==> src/rtl/clk_en_divider.sv <==
// Multi-channel programmable clock-enable / divided-clock generator.
// Each channel counts 0..div, emitting a one-cycle tick at each wrap and either a
// toggling divided clock or a copy of the tick. Configuration is applied either
// immediately (restarting the channel) or deferred to the next wrap via a shadow.
module clk_en_divider #(
   parameter int unsigned NUM_CH      = 2,
   parameter int unsigned CNT_WIDTH   = 29,
   parameter int unsigned DEFAULT_DIV = 3000000,
   localparam int unsigned CH_W       = (NUM_CH > 1) ? $clog2(NUM_CH) : 1
) (
   input  logic                 i_clock,
   input  logic                 i_resetn,
   input  logic [NUM_CH-1:0]    i_run,
   input  logic                 i_cfg_we,
   input  logic [CH_W-1:0]      i_cfg_ch,
   input  logic [CNT_WIDTH-1:0] i_cfg_div,
   input  logic                 i_cfg_mode,
   input  logic                 i_cfg_sync,
   output logic [NUM_CH-1:0]    o_tick,
   output logic [NUM_CH-1:0]    o_div_out,
   output logic [NUM_CH-1:0]    o_pending
);

   localparam logic [CNT_WIDTH-1:0] ResetDiv = CNT_WIDTH'(DEFAULT_DIV);
   localparam logic [CNT_WIDTH-1:0] CntOne   = CNT_WIDTH'(1);

   logic [CNT_WIDTH-1:0] r_cnt  [NUM_CH];
   logic [CNT_WIDTH-1:0] r_div  [NUM_CH];
   logic [CNT_WIDTH-1:0] r_sdiv [NUM_CH];
   logic [NUM_CH-1:0]    r_mode, r_smode, r_pending, r_tick, r_div_out;

   logic [CNT_WIDTH-1:0] w_cnt_nxt  [NUM_CH];
   logic [CNT_WIDTH-1:0] w_div_nxt  [NUM_CH];
   logic [CNT_WIDTH-1:0] w_sdiv_nxt [NUM_CH];
   logic [NUM_CH-1:0]    w_mode_nxt, w_smode_nxt, w_pending_nxt, w_tick_nxt, w_div_out_nxt;
   logic [NUM_CH-1:0]    w_sel, w_wrap;

   // Per-channel next-state: immediate write wins, then counting / deferred reload.
   always_comb begin
      w_cnt_nxt     = r_cnt;
      w_div_nxt     = r_div;
      w_sdiv_nxt    = r_sdiv;
      w_mode_nxt    = r_mode;
      w_smode_nxt   = r_smode;
      w_pending_nxt = r_pending;
      w_tick_nxt    = r_tick;
      w_div_out_nxt = r_div_out;
      w_sel         = '0;
      w_wrap        = '0;
      for (int i = 0; i < NUM_CH; i++) begin
         // Out-of-range channel numbers never match, so such writes are dropped.
         w_sel[i]  = i_cfg_we && (int'(i_cfg_ch) == i);
         w_wrap[i] = (r_cnt[i] == r_div[i]);
         if (w_sel[i] && i_cfg_sync) begin
            w_div_nxt[i]     = i_cfg_div;
            w_mode_nxt[i]    = i_cfg_mode;
            w_cnt_nxt[i]     = '0;
            w_tick_nxt[i]    = 1'b0;
            w_div_out_nxt[i] = 1'b0;
            w_pending_nxt[i] = 1'b0;
         end else begin
            if (w_sel[i]) begin
               w_sdiv_nxt[i]    = i_cfg_div;
               w_smode_nxt[i]   = i_cfg_mode;
               w_pending_nxt[i] = 1'b1;
            end
            if (i_run[i] && w_wrap[i]) begin
               w_cnt_nxt[i]     = '0;
               w_tick_nxt[i]    = 1'b1;
               w_div_out_nxt[i] = r_mode[i] ? 1'b1 : ~r_div_out[i];
               // Reloads happen only here, with cnt returning to 0: no runt periods.
               if (w_sel[i]) begin
                  w_div_nxt[i]     = i_cfg_div;
                  w_mode_nxt[i]    = i_cfg_mode;
                  w_pending_nxt[i] = 1'b0;
               end else if (r_pending[i]) begin
                  w_div_nxt[i]     = r_sdiv[i];
                  w_mode_nxt[i]    = r_smode[i];
                  w_pending_nxt[i] = 1'b0;
               end
            end else begin
               if (i_run[i]) begin
                  w_cnt_nxt[i] = r_cnt[i] + CntOne;
               end
               w_tick_nxt[i] = 1'b0;
               if (r_mode[i]) begin
                  w_div_out_nxt[i] = 1'b0;
               end
            end
         end
      end
   end

   // State registers with asynchronous active-low reset.
   always_ff @(posedge i_clock or negedge i_resetn) begin
      if (!i_resetn) begin
         for (int i = 0; i < NUM_CH; i++) begin
            r_cnt[i]  <= '0;
            r_div[i]  <= ResetDiv;
            r_sdiv[i] <= ResetDiv;
         end
         r_mode    <= '0;
         r_smode   <= '0;
         r_pending <= '0;
         r_tick    <= '0;
         r_div_out <= '0;
      end else begin
         r_cnt     <= w_cnt_nxt;
         r_div     <= w_div_nxt;
         r_sdiv    <= w_sdiv_nxt;
         r_mode    <= w_mode_nxt;
         r_smode   <= w_smode_nxt;
         r_pending <= w_pending_nxt;
         r_tick    <= w_tick_nxt;
         r_div_out <= w_div_out_nxt;
      end
   end

   assign o_tick    = r_tick;
   assign o_div_out = r_div_out;
   assign o_pending = r_pending;

endmodule
==> config.mk <==
export PLATFORM = sky130hd
export DESIGN_NAME = clk_en_divider
export DESIGN_NICKNAME = d
export VERILOG_FILES = /design/src/rtl/clk_en_divider.sv
export SDC_FILE = /design/constraint.sdc
export NUM_CORES = 1
export LEC_CHECK = 0
export ABC_AREA = 1
export CAP_MARGIN = 25
export CORE_ASPECT_RATIO = 0.8
export CORE_MARGIN = 2
export CORE_UTILIZATION = 61
export DETAILED_ROUTE_END_ITERATION = 16
export PLACE_DENSITY = 0.8
export SYNTH_ARGS = -nofsm -noshare
export SYNTH_HDL_FRONTEND = slang
export SYNTH_SLANG_ARGS = --single-unit
==> constraint.sdc <==
create_clock -name i_clock -period 4.3 [get_ports i_clock]
set_input_delay 0.43 -clock i_clock [delete_from_list [all_inputs] [get_ports i_clock]]
set_output_delay 0.43 -clock i_clock [all_outputs]
set_load 0.1 [all_outputs]
==> results of run 1 <==
stage by stage:
| stage | hold WS, ns | instance area (µm²) |
|---|---|---|
| after global placement | 0.459 | 11100 |
| after global routing | 0.202 | 11800 |
| final | 0.118 | 11800 |
| after CTS | 0.149 | 11800 |
| after detailed placement | 0.465 | 11100 |
| after floorplan | 0.134 | 10700 |
state kept, by name, summed over array words and instances (netlist names):
register,count
r_smode,2
o_tick,2
r_div,58
o_div_out,2
r_sdiv,58
r_mode,2
r_cnt,58
o_pending,2
how the worst max path moves through the flow:
stage	from	end	cells past startpoint
after floorplan	o_pending[1]$_DFF_PN0_	r_div[11]$_DFFE_PN0P_	5
after global placement	i_run[0]	r_div[42]$_DFFE_PN0P_	12
after global routing	r_cnt[45]$_DFFE_PN0P_	r_div[54]$_DFFE_PN0P_	10
after CTS	r_cnt[45]$_DFFE_PN0P_	r_div[57]$_DFFE_PN0P_	10
final	r_cnt[45]$_DFFE_PN0P_	r_div[57]$_DFFE_PN0P_	10
after detailed placement	i_run[0]	r_div[57]$_DFFE_PN0P_	12
routing by layer:
layer	part of all wire, %	vias to the layer above	track usage [%]
li1	-	4883	-
met1	47	4629	49.8
met2	41	460	43.1
met3	11	29	9.48
met4	1.2	0	6.89
met5	0	-	0
cells in the final DEF, fill, tap and decap left out, types with 7 or more instances in the layout:
master / instances
clkdlybuf4s50_1: 41
o21ai_0: 130
inv_2: 10
dfstp_2: 40
xor2_1: 20
a21oi_1: 7
inv_1: 187
nand3_1: 102
clkbuf_16: 17
nand2_1: 601
xnor2_1: 10
nor3_1: 24
nand4_1: 40
dfrtp_1: 144
nor2_1: 140
nor2_2: 10
nand2_2: 10
report_power, final:
part / switching [mW] / total, mW / internal (mW)
clock network: 0.788 / 1.69 / 0.898
logic: 0.704 / 1.09 / 0.382
registers: 0.231 / 2.28 / 2.04
total: 1.72 / 5.05 / 3.32
critical path: stages (launching register included):
cell	delay, ns
dfrtp_1	0.45
xnor2_1	0.41
nand2_1	0.17
nor2_1	0.18
nand2_1	0.09
nor2_2	0.13
nand2_2	0.17
nand2_4	0.46
nand2_2	0.50
nand2_1	0.19
nand2_1	0.07
Yosys cell counts (all sizes together), types with 4 or more instances:
cell type	count
a21oi	7
dfrtp	144
nor2	151
nand4	40
dfstp	40
o21ai	130
xor2	20
clkbuf	29
nand3	102
buf	25
inv	197
clkinv	4
xnor2	10
nor3	25
nand2	614
kinds of logic after synthesis:
group                      synth area share, %
AOI/OAI and AO/OA                         7.15
xor gates and xnor gates                  2.47
adders and majority gates                0.235
buffers and inverters                     9.77
DFF                                       43.7
and+or+nand+nor                           36.6
muxes                                   0.0940
final cells by class:
class	instances	area, µm²
clock buffer	17	425
clock inverter	15	213
sequential	184	4650
fill	1501	5440
multi-input combinational	1118	4950
tap	225	282
timing repair buffer	49	489
inverter	201	754
==> impl_metrics.json, run 1 <==
{
  "clk_pin_slew_worst_paths_ns": 0.08,
  "dp_slack_ns": 1.15,
  "grt_pass1_wl_mm": 45.3,
  "cts_buffer_depth": 2,
  "hold_class": "in -> async",
  "fin_ws_ns": 1.32,
  "ant_nets": 0,
  "slew_violations": 0,
  "syn_to_final_growth_pct": 10.5,
  "totalPowerFinal_mw": 5.05,
  "ff2ff_setup_slack_ns": 1.32,
  "leakage_nw": 5.74,
  "die_w_um": 152,
  "critPathRequiredTime_ns": 4.62,
  "syn_area_mm2": 0.0107,
  "clock_sinks": 184,
  "reg2reg_from": "r_cnt[45]$_DFFE_PN0P_",
  "crit_arrival_ns": 3.30,
  "wl_mm": 28.4,
  "fin_cells": 1809,
  "cap_violations": 0,
  "layout_min_cycle_time_ns": 2.98,
  "grt_usage_pct": 31.8,
  "wl_per_cell_um": 15.7,
  "drive_gt1_share_pct": 7.32,
  "cts_setup_buffers": 0,
  "die_area_mm2": 0.0185,
  "gp_congestion": 1.05,
  "yosys_register_bits": 184,
  "antenna_found_initial": 0,
  "boundaryPins": 43,
  "dieHeight_um": 122,
  "syn_area_per_cell_um2": 6.84,
  "fin_skew_ns": 0.0138,
  "rows": 43,
  "worst_r2r_path_depth": 10,
  "yosysTopAreaCellShare_pct": 33.8,
  "tns_ns": 0,
  "yosys.area.top_type": "dfrtp_1",
  "ys_top_cells_by_area": "dfrtp_1, nand2_1, dfstp_2",
  "synthArstFlopShare_pct": 100,
  "cts_buffers": 17,
  "critPathMaxFanout": 53,
  "n_antenna_cell": 0,
  "core-area_mm2": 0.0172,
  "yosys_most_used_dff": "dfrtp_1",
  "drt_pass1_iterations": 5,
  "initial_core_util_pct": 61.9,
  "p_per_area_mw_per_mm2": 429,
  "status": "finished, final reports clean",
  "vdd_drop_max_uv": 258,
  "ctsHoldBuffers": 0,
  "nets": 1610,
  "relSlewSlack_pct": 31.0,
  "grt_pass1_vias": 8754,
  "root_buffer": "clkbuf_16",
  "placed_cells": 1777,
  "drt_iter0_markers": 1015,
  "cp-start-kind": "register",
  "cts_resized": 0,
  "endpoint_kind": "register",
  "drc": 0,
  "via_per_inst": 5.53,
  "clkLatencyLatePin_ns": 0.44,
  "synth_fp_nets": 1596,
  "critPathKind": "reg -> reg",
  "hold_viol_final": 0,
  "yosys_warnings": 0,
  "netlist_instances": 1557,
  "rsz0062_at_grt": "no",
  "htree_levels": 4,
  "synth_edf_count": 0,
  "r2r-end": "r_div[57]$_DFFE_PN0P_",
  "via_count": 10001,
  "detailed_place_hpwl_mm": 20.8,
  "grt_overflow_total": 0,
  "port-buffer-count": 42,
  "final_util_pct": 68.4,
  "final-setup-viol-count": 0,
  "ys_seq_area_share_pct": 43.7,
  "min_period_over_period_pct": 69.3,
  "tightest_slew_ns": 1.03,
  "grt_max_degree": 114,
  "fmax_mhz": 336,
  "cts_tree": "done",
  "ys_types": 37
}
Power figures use the tool's default switching activity.
==> inputs of run 2 (changes only) <==
- clock period: 4.3 -> 2.9 ns (I/O delays scaled with it)
==> run 2 against run 1 <==
Worst setup slack worse by 0.82 ns. Largest cell class unchanged. Non-clock buffer count up 18. Power up 50%. Critical path type unchanged. First-iteration DRC count up 15%.
==> impl_metrics.json, run 2 (synthesis results as in run 1) <==
{
  "status": "finished, final reports clean",
  "die_area_mm2": 0.0185,
  "port-buffer-count": 42,
  "initial_core_util_pct": 61.9,
  "cts_tree": "done",
  "placed_cells": 1794,
  "vdd_drop_max_uv": 447,
  "gp_congestion": 1.02,
  "hold_class": "in -> async",
  "crit_start": "r_cnt[50]$_DFFE_PN0P_",
  "reg2reg_from": "r_cnt[50]$_DFFE_PN0P_",
  "min_period_over_period_pct": 82.7,
  "ff2ff_setup_slack_ns": 0.50,
  "critPathKind": "reg -> reg",
  "p_comb_share_pct": 21.6,
  "tns_ns": 0,
  "clkLatencyLatePin_ns": 0.44,
  "grt_pass1_wl_mm": 47.1,
  "critPathMaxFanout": 30,
  "worst_r2r_path_depth": 13,
  "antenna_found_initial": 0,
  "critPathMaxStageDelay_ns": 0.46,
  "layout_min_cycle_time_ns": 2.40,
  "fin_skew_ns": 0.0195,
  "cts_buffer_depth": 2,
  "syn_to_final_growth_pct": 11.9,
  "core-area_mm2": 0.0172,
  "via_count": 10087,
  "wl_mm": 29.9,
  "mostFrequentLayoutCells": "nand2_1, inv_1, dfrtp_1, nor2_1, o21ai_0",
  "reg_top3": "r_cnt (58), r_div (58), r_sdiv (58)",
  "final-setup-viol-count": 0,
  "htree_levels": 4,
  "cts_setup_buffers": 0,
  "nets": 1628,
  "path_cells": "inv_1 > nand2_1 > nand2_1 > inv_1 > nand2_1 > nor2_1 > nand2_1 > nor2_2 > nand2_2 > nand2_4 > nand2_2 > nand2_1 > nand2_1",
  "grt_pass1_vias": 8840,
  "via_per_inst": 5.52,
  "grt_usage_pct": 33.4,
  "rows": 43,
  "drt_pass1_iterations": 6,
  "switchingPower_mw": 2.56,
  "relSlewSlack_pct": 61.0,
  "root_buffer": "clkbuf_16",
  "rsz0062_at_grt": "no",
  "fmax_mhz": 417,
  "hold_viol_final": 0,
  "fin_cells": 1827,
  "clock_sinks": 184,
  "cap_violations": 0,
  "wl_per_cell_um": 16.4,
  "slew_violations": 0,
  "ant_nets": 0,
  "dieHeight_um": 122,
  "slowest_stage": "dfrtp_1",
  "cp-start-kind": "register",
  "boundaryPins": 43,
  "tightest_slew_ns": 0.583,
  "drt_iter0_markers": 1165,
  "path_buf_inv": 2,
  "critPathRequiredTime_ns": 3.20,
  "detailed_place_hpwl_mm": 22.7,
  "seqPwrFrac_pct": 44.5,
  "crit_top_cell": "nand2_1",
  "grt_max_degree": 73,
  "leakage_nw": 5.85,
  "drc": 0,
  "p_per_area_mw_per_mm2": 638,
  "clkPwrFrac_pct": 33.8,
  "n_antenna_cell": 0,
  "grt_overflow_total": 0,
  "endpoint_kind": "register",
  "stdcell_area_mm2": 0.0119,
  "final_common_cell": "nand2_1",
  "clk_pin_slew_worst_paths_ns": 0.08,
  "netSwitchingFraction_pct": 33.8,
  "r2r-end": "r_div[46]$_DFFE_PN0P_",
  "p_int_mw": 5.03,
  "drive_gt1_share_pct": 8.68,
  "cts_buffers": 17,
  "crit_arrival_ns": 2.70,
  "dpl-instance-area_mm2": 0.0112,
  "critical-path-top-delay-family": "simple AND/OR/NAND/NOR gates",
  "die_w_um": 152
}
run 2: how the worst max path moves through the flow:
| stage | depth (start not counted) | to |
|---|---|---|
| 2_1_floorplan | 5 | r_div[11]$_DFFE_PN0P_ |
| 5_1_grt | 13 | r_div[46]$_DFFE_PN0P_ |
| 3_5_place_dp | 11 | r_cnt[49]$_DFFE_PN0P_ |
| 6_report | 13 | r_div[46]$_DFFE_PN0P_ |
| 3_3_place_gp | 11 | r_cnt[49]$_DFFE_PN0P_ |
| 4_1_cts | 13 | r_div[29]$_DFFE_PN0P_ |
run 2: layout make-up:
| type | count | area (µm²) |
|---|---|---|
| Inverter | 201 | 754 |
| Multi-Input combinational cell | 1118 | 4950 |
| Clock buffer | 17 | 425 |
| Fill cell | 1469 | 5300 |
| Clock inverter | 15 | 230 |
| Timing Repair Buffer | 67 | 612 |
| Tap cell | 225 | 282 |
| Sequential cell | 184 | 4650 |
run 2: metrics by stage:
| step | total power, mW | hold slack [ns] | setup WS [ns] | util (%) |
|---|---|---|---|---|
| floorplan | 4.46 | -0.00559 | 1.17 | - |
| CTS | 7.58 | 0.429 | 0.557 | 69.2 |
| detailed placement | 5.01 | 0.331 | 0.507 | 65.3 |
| global placement | 4.97 | 0.331 | 0.566 | 65.3 |
| finish | 7.59 | 0.419 | 0.501 | 69.2 |
| global route | 8.00 | 0.467 | 0.307 | 69.2 |
run 2: what timing repair did:
| action | CTS | global route |
|---|---|---|
| hold buffers | 1 | 0 |
| gates resized for setup | 0 | 0 |
| hold endpoints to repair | 63 | 0 |
run 2: worst register-to-register path, cell delays in order (launching register included):
cell	delay (ns)
dfrtp_1	0.46
inv_1	0.10
nand2_1	0.16
nand2_1	0.07
inv_1	0.05
nand2_1	0.04
nor2_1	0.21
nand2_1	0.12
nor2_2	0.14
nand2_2	0.18
nand2_4	0.12
nand2_2	0.33
nand2_1	0.20
nand2_1	0.09
run 2: power by group through the flow:
| stage | combinational [mW] | clock [mW] | sequential (mW) |
|---|---|---|---|
| floorplan | 1.15 | 0 | 3.31 |
| global placement | 1.56 | 0 | 3.41 |
| detailed placement | 1.60 | 0 | 3.41 |
| CTS | 1.62 | 2.59 | 3.37 |
| global route | 1.87 | 2.70 | 3.43 |
| finish | 1.64 | 2.57 | 3.38 |
run 2: routing by layer:
layer	part of all wire, %	wire (µm)	track usage, %	vias to the layer above
met4	0.66	197	4.92	0
li1	-	-	-	4913
met1	48	14500	54.2	4713
met3	10	3090	8.76	22
met2	41	12100	45.2	439
met5	0	0	0	-
